$ cat src/rtl/dmem_mul_engine.sv
// Program-3 multiply sequencer: reads signed 16-bit operand pairs from data memory,
// multiplies them with a 16-cycle sign-magnitude shift-add, writes big-endian 32-bit products.
module dmem_mul_engine #(
    parameter int NUM_PAIRS = 16,
    parameter int SRC_BASE  = 0,
    parameter int DST_BASE  = 64,
    parameter int AW        = 8
) (
    input  logic          clk,
    input  logic          reset,
    input  logic          start,
    output logic          done,
    output logic          busy,
    output logic [AW-1:0] mem_addr,
    input  logic [7:0]    mem_rd_data,
    output logic          mem_wr_en,
    output logic [7:0]    mem_wr_data
);

    // state  | meaning
    // IDLE   | waiting for first start edge after reset
    // RD0-3  | fetch A_hi, A_lo, B_hi, B_lo of pair j
    // MUL    | 16 shift-add iterations on operand magnitudes
    // SIGN   | apply product sign, present MSB write
    // WR0-3  | write product bytes MSB first
    // NEXT   | advance pair index or finish
    // DONE   | run complete, done high until relaunch
    typedef enum logic [3:0] {
        S_IDLE, S_RD0, S_RD1, S_RD2, S_RD3, S_MUL, S_SIGN,
        S_WR0, S_WR1, S_WR2, S_WR3, S_NEXT, S_DONE
    } state_t;

    localparam int JW = (NUM_PAIRS > 1) ? $clog2(NUM_PAIRS) : 1;

    state_t        state;
    logic          start_q;
    logic [JW-1:0] j;
    logic [3:0]    cnt;
    logic [7:0]    a_hi, a_lo, b_hi;
    logic [15:0]   mcand;
    logic [31:0]   acc;
    logic [31:0]   p;

    logic          launch, last, neg;
    logic [AW-1:0] pair_off, src_addr, dst_addr;
    logic [15:0]   a_full, b_full, a_mag, b_mag;
    logic [16:0]   sum;
    logic [31:0]   p_next;

    assign pair_off = AW'({j, 2'b00});
    assign src_addr = AW'(SRC_BASE) + pair_off;
    assign dst_addr = AW'(DST_BASE) + pair_off;
    assign launch   = start & ~start_q & ((state == S_IDLE) | (state == S_DONE));
    assign last     = (j == JW'(NUM_PAIRS - 1));

    // b_lo is consumed straight off the read bus so the magnitude is ready on MUL entry
    assign a_full = {a_hi, a_lo};
    assign b_full = {b_hi, mem_rd_data};
    assign a_mag  = a_full[15] ? -a_full : a_full;
    assign b_mag  = b_full[15] ? -b_full : b_full;

    // acc holds {partial product, remaining multiplier bits}; both shift right together
    assign sum    = {1'b0, acc[31:16]} + (acc[0] ? {1'b0, mcand} : 17'd0);
    assign neg    = a_hi[7] ^ b_hi[7];
    assign p_next = neg ? -acc : acc;

    always_ff @(posedge clk or negedge reset) begin
        if (!reset) begin
            state       <= S_IDLE;
            start_q     <= 1'b0;
            done        <= 1'b0;
            busy        <= 1'b0;
            mem_addr    <= '0;
            mem_wr_en   <= 1'b0;
            mem_wr_data <= 8'h00;
            j           <= '0;
            cnt         <= 4'd0;
            a_hi        <= 8'h00;
            a_lo        <= 8'h00;
            b_hi        <= 8'h00;
            mcand       <= 16'h0000;
            acc         <= 32'h0;
            p           <= 32'h0;
        end else begin
            start_q     <= start;
            mem_wr_en   <= 1'b0;
            mem_addr    <= AW'(DST_BASE);
            mem_wr_data <= 8'h00;
            case (state)
                S_IDLE, S_DONE: begin
                    if (launch) begin
                        done     <= 1'b0;
                        busy     <= 1'b1;
                        j        <= '0;
                        mem_addr <= AW'(SRC_BASE);
                        state    <= S_RD0;
                    end else if (state == S_DONE) begin
                        done <= 1'b1;
                    end
                end
                S_RD0: begin
                    a_hi     <= mem_rd_data;
                    mem_addr <= src_addr + AW'(1);
                    state    <= S_RD1;
                end
                S_RD1: begin
                    a_lo     <= mem_rd_data;
                    mem_addr <= src_addr + AW'(2);
                    state    <= S_RD2;
                end
                S_RD2: begin
                    b_hi     <= mem_rd_data;
                    mem_addr <= src_addr + AW'(3);
                    state    <= S_RD3;
                end
                S_RD3: begin
                    mcand <= a_mag;
                    acc   <= {16'h0000, b_mag};
                    cnt   <= 4'd0;
                    state <= S_MUL;
                end
                S_MUL: begin
                    acc <= {sum, acc[15:1]};
                    if (cnt == 4'd15) state <= S_SIGN;
                    else              cnt   <= cnt + 4'd1;
                end
                S_SIGN: begin
                    p           <= p_next;
                    mem_wr_en   <= 1'b1;
                    mem_addr    <= dst_addr;
                    mem_wr_data <= p_next[31:24];
                    state       <= S_WR0;
                end
                S_WR0: begin
                    mem_wr_en   <= 1'b1;
                    mem_addr    <= dst_addr + AW'(1);
                    mem_wr_data <= p[23:16];
                    state       <= S_WR1;
                end
                S_WR1: begin
                    mem_wr_en   <= 1'b1;
                    mem_addr    <= dst_addr + AW'(2);
                    mem_wr_data <= p[15:8];
                    state       <= S_WR2;
                end
                S_WR2: begin
                    mem_wr_en   <= 1'b1;
                    mem_addr    <= dst_addr + AW'(3);
                    mem_wr_data <= p[7:0];
                    state       <= S_WR3;
                end
                S_WR3: state <= S_NEXT;
                S_NEXT: begin
                    if (last) begin
                        busy  <= 1'b0;
                        state <= S_DONE;
                    end else begin
                        j        <= j + JW'(1);
                        mem_addr <= src_addr + AW'(4);
                        state    <= S_RD0;
                    end
                end
                default: state <= S_IDLE;
            endcase
        end
    end

endmodule

$ cat config.mk
export PLATFORM = sky130hd
export DESIGN_NAME = dmem_mul_engine
export DESIGN_NICKNAME = d
export VERILOG_FILES = /design/src/rtl/dmem_mul_engine.sv
export SDC_FILE = /design/constraint.sdc
export NUM_CORES = 1
export LEC_CHECK = 0
export ABC_AREA = 1
export BUFFER_PORTS_ARGS = -buffer_cell sky130_fd_sc_hd__buf_4
export CELL_PAD_IN_SITES_DETAIL_PLACEMENT = 0
export CELL_PAD_IN_SITES_GLOBAL_PLACEMENT = 1
export CORE_MARGIN = 10
export CORE_UTILIZATION = 40
export DETAILED_ROUTE_END_ITERATION = 8
export HOLD_SLACK_MARGIN = 0.03
export PLACE_DENSITY = 0.79
export SKIP_CTS_REPAIR_TIMING = 1
export SLEW_MARGIN = 20
export SYNTH_ARGS = -nofsm -noshare
export SYNTH_HDL_FRONTEND = slang
export SYNTH_SLANG_ARGS = --single-unit
export TNS_END_PERCENT = 20
$ cat constraint.sdc
create_clock -name clk -period 3.1 [get_ports clk]
set_input_delay 0 -clock clk [delete_from_list [all_inputs] [get_ports clk]]
set_output_delay 0 -clock clk [all_outputs]
set_load 0.01 [all_outputs]
== After elaboration in Yosys (flattened, before gate mapping) ==
Index checks and enable logic that the tools add are counted.
Word-level totals
  input port bits: 11
  logic and storage cells: 88
  register bits: 128
  output and inout bits: 19
Cells by class
  bitwise operators: 5
  reductions and logical operators: 11
  mux-type cells: 24
  add/sub/neg operators: 14
  equal/unequal tests: 19
Operator list (number)
  case mux 8 bit (9 select lines): 1
  case mux 32 bit (2 select lines): 1
  two-way mux 16 bit: 3
  case mux 4 bit (12 select lines): 1
  two-way mux 32 bit: 1
  negation 16 bit: 2
  negation 32 bit: 1
  case mux 8 bit (4 select lines): 1
  == test 4 bit, second input constant: 7
  two-way mux 4 bit: 6
  adder 16 x 16 -> 17 bit: 1
  adder 8 x 2 -> 8 bit, second input constant: 2
  == test 4 x 3 -> 1 bit, second input constant: 4
  case mux 4 bit (2 select lines): 2
  adder 6 x 2 -> 7 bit, second input constant: 2
  two-way mux 7 bit: 2
  != test 2 bit, second input constant: 5
  adder 4 x 1 -> 4 bit, second input constant: 2
  adder 7 x 6 -> 8 bit, first input constant: 1
  adder 8 x 1 -> 8 bit, second input constant: 1
  == test 4 x 2 -> 1 bit, second input constant: 2
  adder 6 x 1 -> 7 bit, second input constant: 1
  adder 6 x 3 -> 7 bit, second input constant: 1
  AND reduction 2 bit: 3
  other kinds (12): 20

== Longest topological paths before layout ==
  word-level depth: 5
  depth in mapped cells: 16
  depth with buffers taken out: 14

== Worst setup path after synthesis ==
Ideal clock, no wire load.
  path type: register -> register
  start point: register acc[0]
  end point: register acc[23]
  setup time: 117 ps
  buffers on the path: 2
  setup slack: 769 ps
  required time: 2983 ps
  cell stages (with the launch flop): 16
  clock period less this slack: 2331 ps
  arrival: 2213 ps
  cell sequence: dfrtp_1 buf_2 buf_1 nand2_1 inv_1 ha_1 inv_1 fa_1 o21ai_0 nand2_1 nand2_1 nand2_1 nand2_1 nand2_1 nand3_1 nand2_1
Between the ends
  longest elaborated chain between the ends: 3
Ends and longest elaborated chain
  start, declared: line 41  | logic [31:0] acc;
  start signal, assigned: line 118  | acc <= {16'h0000, b_mag};
  start signal, assigned: line 123  | acc <= {sum, acc[15:1]};
  two-way mux 16 bit: line 63  | assign sum = {1'b0, acc[31:16]} + (acc[0] ? {1'b0, mcand} : 17'd0);
  adder 16 x 16 -> 17 bit: line 63
  case mux 32 bit (2 select lines): line 89  | case (state)
No other way between the ends.
A chain may end at the register's enable or synchronous reset.

== Worst setup path after layout ==
Ends and elaborated chain as after synthesis.

==> results.txt <==
Ys Warns = 0
Synth cell types = 50
final count of negative-setup-slack endpoints = 0
number of enable flip-flop cells after synthesis = 0
core area = 19,300 um2
number of synthesized register bits = 127
main flop type after synthesis = dfrtp_1
Layout Cells excl Fill = 1,364
worst-path maximum fanout = 19
largest net degree at the start of global routing = 72
Initial Utilization = 40.3%
Worst-Margin Slew = 696 ps
ant diodes = 0
vias = 6,866
IR drop worst, VDD = 0.464 mV
Hold Crit Class = input pin to asynchronous set/reset pin
critical path class = register to register
Max H-tree Level = 4
Critical Path RT = 3420 ps
final hold violations = 0
Clock Tree Root = clkbuf_16
headroom to the max-slew limit = 53.6%
startpoint types = register
Lkg Pwr = 4.61 nW
final slew viol count = 0
critical path arrival = 2840 ps
die area = 25,500 um2
Reg clk slew, reported paths = 60 ps
Period Utilization, post-route = 81.2%
Avg WL per Cell = 15.2 um
HPWL Detailed = 15,700 um
Synth area leaders = dfrtp_1 (41%), nand2_1 (15%), nand3_1 (6.4%)
Power Density = 1020 nW/um2
GP Congestion = 0.859
post-synth top area share = 40.8%
Post-DRT Antenna Nets = 0
Iteration-0 DRC Markers = 425
fmax = 0.397 GHz
Clock Skew = 10.2 ps
run status = finished clean
drt first pass iters = 7
Detailed Route WL = 20,700 um
share of layout cells above drive strength 1 = 10.1%
number of buffers inserted by port buffering = 28
synthesized area = 7800 um2
fin nets = 1,125
Num Clock Sinks = 127
RSZ-0062 raised after global routing = no
total power = 9.09 mW
die width = 160 um
GRT overflow = 0
Setup crit end kind = register
post-synth top area cell = dfrtp_1
DR vias/cell = 5.03
Chip Height = 160 um
Syn Inst Count = 1,055
Async SR Flop Fraction = 100%
initial antenna violation count = 0
sequential fraction of the synthesis area = 40.8%
DRC = 0
Area growth, synth to finish = 14.7%
Cells after DPL = 1,324
vias in the first global route = 6,541
TritonCTS Buffers = 17
Longest Clk Path Bufs = 2
Syn Area/Cell = 7.39 um2
final worst path period need = 2520 ps
GRT Overall Usage = 16.4%
most frequent cell after synthesis = nand2_1
number of max-cap violations = 0
global-route wire length before repair = 34,100 um
io pins = 30
worst skew pair latency = 430 ps
Syn Nets = 1,092
total negative slack = 0 ps
Commonest cells post-synth = nand2_1 (303), dfrtp_1 (127), inv_1 (114)
Rows = 51
CTS tree = built
-- flip-flops by register name, summed over array words and instances (netlist names) --
signal	flops
acc	32
p	24
mcand	16
a_hi	8
a_lo	8
b_hi	8
mem_wr_data	8
mem_addr	7
cnt	4
j	4
state	4
busy	1
done	1
mem_wr_en	1
start_q	1
-- critical path: stages, from the launching register on --
cell and delay [ps]:
dfrtp_1 660, nand2_1 90, inv_1 70, ha_1 150
inv_1 60, fa_1 420, o21ai_0 380, nand2_1 90
nand2_1 140, nand2_1 90, nand2_1 90, nand2_1 60
nand3_1 60, nand2_1 50
-- through the flow --
step / hold slack (ps) / utilization, % / cell area (um2) / setup slack [ps]
global placement: 64.4 / 42.5 / 8230 / 645
CTS: -390 / 45.7 / 8840 / 613
global route: 235 / 46.3 / 8940 / 344
floorplan: -296 / - / 7800 / 769
detailed placement: 63.0 / 42.5 / 8230 / 620
finish: 141 / 46.3 / 8940 / 582
-- power by group --
part           leakage (nW)  internal, mW  total [mW]  switching [mW]
combinational          2.67          1.44        4.10            2.66
sequential             1.66          2.25        2.88           0.630
clock                 0.291          1.34        2.11           0.771
-- cells by family after synthesis --
kind of cell / Yosys count / synth area share (%)
AOI/OAI and AO/OA: 181 / 13.7
other: 1 / 0.0481
xor gates and xnor gates: 26 / 2.92
buffers and inverters: 160 / 8.46
adders and majority gates: 26 / 4.27
DFF: 127 / 40.8
and+or+nand+nor: 534 / 29.8
-- cells in the final DEF, fill, tap and decap left out, types with 3 or more instances in the layout --
cell type,count
nor2_1,76
nor3_1,5
dlygate4sd3_1,10
o21ai_1,30
o31ai_1,3
clkinv_4,4
nand3_1,99
nand3b_1,5
inv_1,114
nand2_2,8
xor2_1,24
o21ai_0,64
o221ai_1,8
clkinvlp_4,3
ha_1,25
clkbuf_16,17
dfrtp_1,127
buf_4,30
nor2_2,3
a21o_1,4
o21bai_1,3
a22o_1,5
o22ai_1,13
nand2_1,303
o21ai_2,7
nand4_1,21
bufinv_16,4
a21oi_1,34
inv_2,15
-- area by class of cell --
class / count / area (um2)
repair buffers: 42 / 357
flip-flops and latches: 127 / 3180
well taps: 265 / 332
multi-input cells: 768 / 3960
fillers: 1955 / 10400
clock inverters: 13 / 191
clock buffers: 17 / 425
inverters: 132 / 500
-- path summary, 6_finish.rpt --
| path | startpoint | endpoint | slack (ps) | depth (start not counted) |
|---|---|---|---|---|
| worst min-delay path | reset | acc[30]$_DFFE_PN0P_ | 140 | 2 |
| max in group asynchronous | reset | mem_addr[2]$_DFF_PN0_ | 2220 | 3 |
| worst max-delay path | acc[0]$_DFFE_PN0P_ | acc[23]$_DFFE_PN0P_ | 580 | 13 |
| worst min register to register | mcand[2]$_DFFE_PN0P_ | mcand[2]$_DFFE_PN0P_ | 480 | 2 |
| worst max register to register | acc[0]$_DFFE_PN0P_ | acc[23]$_DFFE_PN0P_ | 580 | 13 |
| min in group clk | start | start_q$_DFF_PN0_ | 250 | 2 |
-- layer usage --
layer / share of wire, % / routed length, um / global-route usage [%] / vias to the layer above
met4: 1.3 / 272 / 5.05 / 0
met3: 4.4 / 909 / 3.47 / 20
li1: - / - / - / 3528
met5: 0 / 0 / 0 / -
met1: 49 / 10200 / 22.7 / 3197
met2: 45 / 9310 / 25.0 / 121
No activity file was read; power rests on OpenSTA's default activity.
